[config.mk]
export PLATFORM = sky130hd
export DESIGN_NAME = servo_pwm_array
export DESIGN_NICKNAME = d
export VERILOG_FILES = /design/src/rtl/servo_pwm_array.sv
export SDC_FILE = /design/constraint.sdc
export NUM_CORES = 1
export LEC_CHECK = 0
export BUFFER_PORTS_ARGS = -buffer_cell sky130_fd_sc_hd__buf_2
export CAP_MARGIN = 20
export CORE_AREA = 2 2 207 209
export CTS_BUF_LIST = sky130_fd_sc_hd__clkbuf_4 sky130_fd_sc_hd__clkbuf_8
export DETAILED_ROUTE_END_ITERATION = 10
export DIE_AREA = 0 0 209 211
export GPL_ROUTABILITY_DRIVEN = 0
export MAX_ROUTING_LAYER = met4
export PLACE_DENSITY = 0.52
export SYNTH_ARGS = -nofsm -noshare
export SYNTH_HDL_FRONTEND = slang
export SYNTH_SLANG_ARGS = --single-unit
[constraint.sdc]
create_clock -name clk -period 15.48 [get_ports clk]
set_clock_uncertainty 0.1 [all_clocks]
set_input_delay 1.548 -clock clk [delete_from_list [all_inputs] [get_ports clk]]
set_output_delay 1.548 -clock clk [all_outputs]
set_load 0.01 [all_outputs]
[src/rtl/servo_pwm_array.sv]
// servo_pwm_array: NUM_CH servo pulse outputs on one shared frame timebase, with clamped,
// frame-synchronous double-buffered widths. Define SERVO_RAMP_EN for per-frame slew limiting.
module servo_pwm_array #(
  parameter int NUM_CH       = 8,
  parameter int CH_SEL_W     = 3,
  parameter int DATA_W       = 16,
  parameter int TICKS_PER_US = 100,
  parameter int PERIOD_US    = 20000,
  parameter int MIN_US       = 500,
  parameter int MAX_US       = 2500,
  parameter int RAMP_STEP_US = 10
) (
  input  logic                clk,
  input  logic                rst,
  input  logic                load,
  input  logic [CH_SEL_W-1:0] ch_sel,
  input  logic [DATA_W-1:0]   data,
  output logic [NUM_CH-1:0]   signal,
  output logic                frame_start,
  output logic [NUM_CH-1:0]   pending
);

  localparam int TICK_W = (TICKS_PER_US > 1) ? $clog2(TICKS_PER_US) : 1;
  localparam int US_W   = (PERIOD_US > 1) ? $clog2(PERIOD_US) : 1;
  localparam int CMP_W  = (DATA_W > 32) ? DATA_W : 32;
  localparam int STEP   = (RAMP_STEP_US >= PERIOD_US) ? (PERIOD_US - 1) : RAMP_STEP_US;

  localparam logic [TICK_W-1:0] TICK_ZERO = {TICK_W{1'b0}};
  localparam logic [TICK_W-1:0] TICK_ONE  = TICK_W'(1);
  localparam logic [TICK_W-1:0] TICK_LAST = TICK_W'(TICKS_PER_US - 1);
  localparam logic [US_W-1:0]   US_ZERO   = {US_W{1'b0}};
  localparam logic [US_W-1:0]   US_ONE    = US_W'(1);
  localparam logic [US_W-1:0]   US_LAST   = US_W'(PERIOD_US - 1);
  localparam logic [US_W-1:0]   MIN_W     = US_W'(MIN_US);
  localparam logic [US_W-1:0]   MAX_W     = US_W'(MAX_US);
  localparam logic [US_W-1:0]   STEP_W    = US_W'(STEP);

  // Clamp is evaluated on the full write value so large requests cannot wrap into range.
  function automatic logic [US_W-1:0] clamp_width(input logic [DATA_W-1:0] d);
    logic [CMP_W-1:0] v;
    logic [US_W-1:0]  w;
    v = CMP_W'(d);
    if (v == {CMP_W{1'b0}}) begin
      w = US_ZERO;
    end else if (v < CMP_W'(MIN_US)) begin
      w = MIN_W;
    end else if (v > CMP_W'(MAX_US)) begin
      w = MAX_W;
    end else begin
      w = US_W'(d);
    end
    return w;
  endfunction

  // One slew step toward the target; enabling or disabling a channel jumps directly.
  function automatic logic [US_W-1:0] ramp_toward(input logic [US_W-1:0] cur,
                                                  input logic [US_W-1:0] tgt);
    logic [US_W-1:0] nxt;
    if ((cur == US_ZERO) || (tgt == US_ZERO)) begin
      nxt = tgt;
    end else if (tgt > cur) begin
      nxt = ((tgt - cur) > STEP_W) ? (cur + STEP_W) : tgt;
    end else begin
      nxt = ((cur - tgt) > STEP_W) ? (cur - STEP_W) : tgt;
    end
    return nxt;
  endfunction

  logic                running;
  logic [TICK_W-1:0]   tick_cnt;
  logic [US_W-1:0]     us_cnt;
  logic [US_W-1:0]     shadow [NUM_CH];
  logic [US_W-1:0]     active [NUM_CH];

  logic [TICK_W-1:0]   tick_n;
  logic [US_W-1:0]     us_n;
  logic                boundary_n;
  logic [US_W-1:0]     shadow_n [NUM_CH];
  logic [US_W-1:0]     active_n [NUM_CH];
  logic [NUM_CH-1:0]   signal_n;
  logic [NUM_CH-1:0]   pending_n;

  // Next-state: outputs are registered from the state the next cycle will hold,
  // so signal/pending/frame_start line up with the counter position they describe.
  always_comb begin
    tick_n     = tick_cnt;
    us_n       = us_cnt;
    boundary_n = 1'b0;
    signal_n   = {NUM_CH{1'b0}};
    pending_n  = {NUM_CH{1'b0}};
    for (int c = 0; c < NUM_CH; c++) begin
      shadow_n[c] = shadow[c];
      active_n[c] = active[c];
    end

    // The first cycle after reset is itself a frame boundary, so hold position once.
    if (!running) begin
      tick_n = TICK_ZERO;
      us_n   = US_ZERO;
    end else if (tick_cnt == TICK_LAST) begin
      tick_n = TICK_ZERO;
      if (us_cnt == US_LAST) begin
        us_n = US_ZERO;
      end else begin
        us_n = us_cnt + US_ONE;
      end
    end else begin
      tick_n = tick_cnt + TICK_ONE;
    end
    boundary_n = (tick_n == TICK_ZERO) && (us_n == US_ZERO);

    for (int c = 0; c < NUM_CH; c++) begin
      if (load && (ch_sel == CH_SEL_W'(c))) begin
        shadow_n[c] = clamp_width(data);
      end else begin
        shadow_n[c] = shadow[c];
      end

      if (boundary_n) begin
`ifdef SERVO_RAMP_EN
        active_n[c] = ramp_toward(active[c], shadow_n[c]);
`else
        active_n[c] = shadow_n[c];
`endif
      end else begin
        active_n[c] = active[c];
      end

      signal_n[c]  = (us_n < active_n[c]);
      pending_n[c] = (shadow_n[c] != active_n[c]);
    end
  end

  // State and registered outputs; reset overrides any write in the same cycle.
  always_ff @(posedge clk) begin
    if (rst) begin
      running     <= 1'b0;
      tick_cnt    <= TICK_ZERO;
      us_cnt      <= US_ZERO;
      signal      <= {NUM_CH{1'b0}};
      pending     <= {NUM_CH{1'b0}};
      frame_start <= 1'b0;
      for (int c = 0; c < NUM_CH; c++) begin
        shadow[c] <= US_ZERO;
        active[c] <= US_ZERO;
      end
    end else begin
      running     <= 1'b1;
      tick_cnt    <= tick_n;
      us_cnt      <= us_n;
      signal      <= signal_n;
      pending     <= pending_n;
      frame_start <= boundary_n;
      for (int c = 0; c < NUM_CH; c++) begin
        shadow[c] <= shadow_n[c];
        active[c] <= active_n[c];
      end
    end
  end

endmodule
After elaboration in Yosys (flattened, before gate mapping)
Memory sizes are Yosys's and may differ from the RTL's.
Cells that the tools add are included.
{"block": "classes", "add_sub_neg": 2, "order_cmp": 10, "n_eq_ne": 17, "n_mux": 43, "n_bitwise": 16, "reduce_logical": 13}
{"cell": "$mux 15", "count": 38}
{"cell": "$lt 15x15->1", "count": 8}
{"cell": "$ne 15x15->1", "count": 8}
{"cell": "$gt 16x12->1 const B", "count": 1}
{"cell": "$logic_not 16->1", "count": 1}
{"cell": "$lt 16x9->1 const B", "count": 1}
{"cell": "$or 1x1->1", "count": 16}
{"cell": "$add 15x1->15 const B", "count": 1}
{"cell": "$eq 15x15->1 const B", "count": 1}
{"cell": "$logic_not 15->1", "count": 1}
{"cell": "$mux 7", "count": 2}
{"cell": "$eq 3x3->1 const B", "count": 4}
{"cell": "$logic_and 1x1->1", "count": 9}
{"cell": "$add 7x1->7 const B", "count": 1}
{"cell": "$eq 7x7->1 const B", "count": 1}
{"cell": "$logic_not 7->1", "count": 1}
{"cell": "$eq 3x2->1 const B", "count": 2}
{"cell": "$eq 3x1->1 const B", "count": 1}
{"cell": "$logic_not 3->1", "count": 1}
{"cell": "$mux 1", "count": 3}
{"block": "totals", "register_bits": 40, "ramBits": 240, "input_bits": 22, "word_cells": 109, "mem_count": 2}
{"name": "active", "words": 8, "width": 15, "read_ports": 8, "rd_clocked_by_memory_dff": 0, "wr": 8, "line": "73", "rtl": "logic [US_W-1:0] active [NUM_CH];"}
{"name": "shadow", "words": 8, "width": 15, "read_ports": 8, "rd_clocked_by_memory_dff": 0, "wr": 8, "line": "72", "rtl": "logic [US_W-1:0] shadow [NUM_CH];"}

Logic depth before layout (Yosys ltp)
{"block": "depth", "depth_word": 8, "mapped_depth": 24, "ltp_nobuf": 17}

Least setup slack after synthesis
OpenSTA, ideal clock, no wires.
{"block": "synth_timing", "path_type": "register to register", "startpoint": "reg tick_cnt[0]", "endpoint": "reg signal[0]", "setup_time_ps": 75, "arrival_time_ps": 4667, "slack_ps": 10638, "stages_incl_launch_ff": 23, "synth_period_minus_slack_ps": 4842, "path_cell_list": "dfxtp_1 > ha_1 > buf_2 > nand3_1 > nor4_4 > mux2i_1 > nor2_1 > buf_2 > nor4_2 > a21oi_2 > buf_2 > buf_2 > clkbuf_1 > buf_2 > a21oi_1 > ha_1 > a21o_1 > a21o_1 > a211oi_1 > o21ai_0 > a211oi_1 > o21ai_1 > o22ai_1"}
{"block": "synth_between", "elab_chain_len": 7, "word_cells_on_any_way": 11, "classes_between": "add/sub: 1; order compare: 1; eq/ne: 1; mux: 5; reduce/logical: 3"}
{"item": "start, declared", "line": "70", "rtl": "logic [TICK_W-1:0] tick_cnt;"}
{"item": "start signal, assigned", "line": "149", "rtl": "tick_cnt <= tick_n;"}
{"item": "$add 7x1->7 / $eq 7x7->1 (equally long branches)", "line": "108, 100"}
{"item": "$mux 7 / $mux 15 (equally long branches)", "line": "100", "rtl": "end else if (tick_cnt == TICK_LAST) begin"}
{"item": "$mux 7 / $mux 15 (equally long branches)", "line": "97", "rtl": "if (!running) begin"}
{"item": "$logic_not 7->1 / $logic_not 15->1 (equally long branches)", "line": "110", "rtl": "boundary_n = (tick_n == TICK_ZERO) && (us_n == US_ZERO);"}
{"item": "$logic_and 1x1->1", "line": "110"}
{"item": "$mux 15", "line": "119", "rtl": "if (boundary_n) begin"}
{"item": "$lt 15x15->1 (*)", "line": "129", "rtl": "signal_n[c] = (us_n < active_n[c]);"}
{"item": "end signal, assigned", "line": "140", "rtl": "signal <= {NUM_CH{1'b0}};"}
{"item": "end signal, assigned", "line": "151", "rtl": "signal <= signal_n;"}
{"item": "end, declared", "line": "18", "rtl": "output logic [NUM_CH-1:0] signal,"}
Mark *: on every way between the ends. The rest lies on a longest branch, timed or not.
A chain may end at the register's enable or synchronous reset.

Final worst setup path
{"block": "layout_timing", "startpoint": "reg tick_cnt[1]", "endpoint": "reg signal[2]"}
Same word-level chain as after synthesis.

==> flow_summary_export.csv <==
group,metric,value,unit
global_route,globalRoute.totalOverflow,0,
clock_tree,clock_tree.htree_level_count,2,
route,antenna_left,0,
logic_synthesis,mappedNetlistArea,0.0145,mm²
logic_synthesis,count_of_flip_flops_with_a_built_in_enable_after_synthesis,0,
sta,worst_slack,9.88,ns
route,routed_via_density,5.34,
floorplan,floorplan.die.width,209,µm
outcome,outcome,"finished, final reports clean",
final_layout,fill_cell_count,4294,
floorplan,starting_density_of_the_core,0.346,
worst_setup_path,timing.critical_path.from_type,"flip-flop",
worst_setup_path,critical_path.endpoint_type,"flip-flop",
power,finalPower,1660,µW
logic_synthesis,synth_largest_area_cell,"sky130_fd_sc_hd__dfxtp_1",
hold_path,min_delay_path_depth,1,
final_layout,multi_input_comb_area,0.00828,mm²
sta,relative_slew_margins,0.315,
route,routed_via_count,12800,
worst_setup_path,reg2reg_depth,18,
logic_synthesis,ys.flop_type,"sky130_fd_sc_hd__dfxtp_1",
global_route,grt_first_pass_wirelength,69.1,mm
worst_setup_path,worst-endpoint-required,15.94,ns
logic_synthesis,synth_async_sr_flop_share,0,
clock_tree,cts_root_buf,"sky130_fd_sc_hd__clkbuf_8",
sta,period_share,0.362,
sta,grt_setup_unrepaired,"false",
logic_synthesis,synth-seq-area-share,0.388,
sta,setup_tns,0,ns
clock_tree,cts_tree,"built",
final_layout,n_antenna_cell,0,
sta,setup_violations,0,
sta,final-hold-violation-count,0,
worst_setup_path,rr_startpoint,"tick_cnt[1]",
clock_tree,cts_sinks,280,
power,power.static_leakage,0.00668,µW
hold_path,worst_hold_path_type,"reg -> reg",
floorplan,core_area,0.0418,mm²
logic_synthesis,synth_nets,1870,
clock_tree,post_cts_resized,0,
logic_synthesis,synth_area_per_cell,8.08,µm²
global_route,antenna_violations_before_repair,2,
worst_setup_path,timing.critical_path.arrival,6.06,ns
worst_setup_path,worst_setup_sp,"tick_cnt[1]",
floorplan,fp-row-count,75,
clock_tree,clkTransAtPathRegs,0.06,ns
clock_tree,clkLatencyLatePin,0.62,ns
logic_synthesis,synth-warning-count,0,
floorplan,die_outline_area,0.0441,mm²
logic_synthesis,synth_seq_cells,280,
logic_synthesis,yosys_top_cell_area_share,0.388,
final_layout,ff_latch_area,0.00561,mm²
clock_tree,post_cts_setup_buffers,0,
final_layout,synthToLayoutAreaGrowth,13.0,%
route,post_drt_wl_per_cell,18.7,µm
clock_tree,tritoncts.num_buffers,52,
final_layout,final_core_utilization,0.391,
logic_synthesis,yosysUniqueCellTypes,77,
route,detailedRoute.firstPassIterationCount,5,
run,timing.max_cap.violations,0,
worst_setup_path,rrSetupSlack,9.88,ns
worst_setup_path,endpoint,"signal[2]",
route,drt_first_iter_violations,828,
global_route,grt_max_degree,145,
logic_synthesis,synth.area.top_cells,"sky130_fd_sc_hd__dfxtp_1 39%, sky130_fd_sc_hd__nor2_1 9.8%, sky130_fd_sc_hd__xnor2_1 5.2%",
route,postRouteWirelength,44.7,mm
sta,timing.fmax,179,MHz
final_layout,final_net_count,1892,
sta,period_minus_slack,5.60,ns
floorplan,die_h,211,µm
global_route,grt_util_all_layers,0.209,
floorplan,top_level_ports,39,
logic_synthesis,number_of_instances_in_the_synthesized_netlist,1790,
placed_design,place_worst_setup_slack,9.92,ns
global_route,grt_pass1_vias,12100,
power,pwr_density_cell,102,mW/mm²
worst_setup_path,r2r_end,"signal[2]",
route,post-route-drc-count,0,
sta,timing.final.max_slew_violations,0,
placed_design,numPortBuffers,38,
final_layout,drive_above_1_share,0.106,
worst_setup_path,crit_path_max_fanout,42,
sta,tightestPinTransition,1.02,ns
worst_setup_path,timing.setup.critical_path_class,"reg -> reg",
clock_tree,clock_tree.buffer_depth,3,
clock_tree,cts-hold-fix-buffers,0,
power,vdd.ir_drop.worst,0.0546,mV
placed_design,dp.final_hpwl,28.7,mm
==> cell type report <==
cell class | instances | share of cell area
multi-input combinational | 1363 | 0.506
sequential | 280 | 0.343
clock buffer | 91 | 0.0686
tap | 539 | 0.0413
timing repair buffer | 74 | 0.0306
inverter | 41 | 0.00942
clock inverter | 2 | 0.000613
==> where the power goes <==
part | switching [µW] | internal, µW | total, µW
Clock | 319 | 449 | 769
Sequential | 10.4 | 738 | 748
Combinational | 92.1 | 51.0 | 143
Total | 422 | 1240 | 1660
==> cell usage after synthesis (11+ instances only) <==
library cell,n
sky130_fd_sc_hd__o31ai_1,13
sky130_fd_sc_hd__nand4_1,27
sky130_fd_sc_hd__xnor2_1,86
sky130_fd_sc_hd__nor2b_1,11
sky130_fd_sc_hd__nor2_1,378
sky130_fd_sc_hd__o22ai_1,21
sky130_fd_sc_hd__inv_1,41
sky130_fd_sc_hd__and2_1,31
sky130_fd_sc_hd__a22oi_1,13
sky130_fd_sc_hd__nand3_1,39
sky130_fd_sc_hd__dfxtp_1,280
sky130_fd_sc_hd__a21oi_1,148
sky130_fd_sc_hd__mux2i_1,42
sky130_fd_sc_hd__xor2_1,37
sky130_fd_sc_hd__clkbuf_1,74
sky130_fd_sc_hd__nor4_1,13
sky130_fd_sc_hd__o211ai_1,16
sky130_fd_sc_hd__and3_1,44
sky130_fd_sc_hd__buf_2,17
sky130_fd_sc_hd__nand2_1,90
sky130_fd_sc_hd__buf_1,11
sky130_fd_sc_hd__a211oi_1,48
sky130_fd_sc_hd__ha_1,58
sky130_fd_sc_hd__nor3_1,40
sky130_fd_sc_hd__a31oi_1,24
sky130_fd_sc_hd__o21ai_0,58
==> routing by layer <==
metal	part of all wire	track usage	wire length (µm)
met1	0.46	0.262	20400
met4	0.043	0.0904	1910
met2	0.45	0.331	20300
met5	0	-	0
met3	0.048	0.0391	2130
==> cells in the final DEF (no fill, tap or decap), types with 6 or more instances in the layout <==
cell,synthesis,layout
sky130_fd_sc_hd__o22ai_1,21,21
sky130_fd_sc_hd__nor2_1,378,375
sky130_fd_sc_hd__a211oi_1,48,48
sky130_fd_sc_hd__nor2b_1,11,11
sky130_fd_sc_hd__nand4_1,27,27
sky130_fd_sc_hd__a22oi_1,13,13
sky130_fd_sc_hd__xor2_1,37,37
sky130_fd_sc_hd__clkbuf_8,0,70
sky130_fd_sc_hd__buf_4,1,34
sky130_fd_sc_hd__mux2i_1,42,42
sky130_fd_sc_hd__dfxtp_1,280,280
sky130_fd_sc_hd__a2111oi_0,7,7
sky130_fd_sc_hd__inv_1,41,41
sky130_fd_sc_hd__o21ai_0,58,58
sky130_fd_sc_hd__a21oi_1,148,148
sky130_fd_sc_hd__nor4_1,13,13
sky130_fd_sc_hd__ha_1,58,58
sky130_fd_sc_hd__o221ai_1,7,7
sky130_fd_sc_hd__a31oi_1,24,24
sky130_fd_sc_hd__xnor2_1,86,86
sky130_fd_sc_hd__buf_2,17,37
sky130_fd_sc_hd__and3_1,44,44
sky130_fd_sc_hd__nand2_1,90,90
sky130_fd_sc_hd__nand3_1,39,39
sky130_fd_sc_hd__or2_2,6,6
sky130_fd_sc_hd__o31ai_1,13,13
sky130_fd_sc_hd__nor3_1,40,40
sky130_fd_sc_hd__o21a_1,8,8
sky130_fd_sc_hd__and2_1,31,31
sky130_fd_sc_hd__o211ai_1,16,16
sky130_fd_sc_hd__a21o_1,7,7
sky130_fd_sc_hd__a211o_1,6,6
sky130_fd_sc_hd__clkbuf_4,0,21
==> worst min path at each step <==
stage | slack (ns) | startpoint | end
2_1_floorplan | 0.34 | tick_cnt[0] | tick_cnt[0]
3_3_place_gp | 0.36 | tick_cnt[0] | tick_cnt[0]
3_5_place_dp | 0.37 | shadow[1][13] | shadow[1][13]
4_1_cts | 0.38 | active[0][45] | active[0][45]
5_1_grt | 0.39 | shadow[1][13] | shadow[1][13]
6_report | 0.38 | shadow[1][13] | shadow[1][13]
==> critical path: stages, from the launching register on <==
cell and delay, ns:
sky130_fd_sc_hd__dfxtp_1 0.39, sky130_fd_sc_hd__ha_1 0.32, sky130_fd_sc_hd__nand3_1 0.18, sky130_fd_sc_hd__nor4_4 0.53, sky130_fd_sc_hd__mux2i_1 0.32, sky130_fd_sc_hd__nor2_2 0.07, sky130_fd_sc_hd__buf_4 0.26, sky130_fd_sc_hd__or4_4 0.61
sky130_fd_sc_hd__o21ai_4 0.15, sky130_fd_sc_hd__buf_4 0.44, sky130_fd_sc_hd__buf_4 0.45, sky130_fd_sc_hd__and3_1 0.21, sky130_fd_sc_hd__a21oi_1 0.05, sky130_fd_sc_hd__ha_1 0.33, sky130_fd_sc_hd__a21o_1 0.16, sky130_fd_sc_hd__a21o_1 0.16
sky130_fd_sc_hd__a2111oi_0 0.53, sky130_fd_sc_hd__o41ai_1 0.15, sky130_fd_sc_hd__o21ai_1 0.09
==> sequential cells by signal, indices dropped and copies added, names as in the netlist <==
signal       cells
active         120
frame_start      1
pending          8
running          1
shadow         120
signal           8
tick_cnt         7
us_cnt          15
==> kinds of logic after synthesis <==
kind of cell | count (synthesis) | share of synthesized area
flip-flops | 280 | 0.388
multiplexers | 45 | 0.0314
buffers and inverters | 147 | 0.0414
adder cells (fa/ha/maj) | 66 | 0.0560
XOR/XNOR | 123 | 0.0745
AO/OA/AOI/OAI | 427 | 0.189
AND/OR/NAND/NOR | 702 | 0.220
==> metrics by stage <==
step / hold WS [ns] / area, µm² / instances
floorplan: 0.342 / 14500 / 1790
detailed placement: 0.368 / 15200 / 2296
CTS: 0.380 / 16300 / 2389
finish: 0.378 / 16300 / 2390
global placement: 0.362 / 15200 / 2295
global route: 0.392 / 16300 / 2390
(Power assumes the default switching activity.)
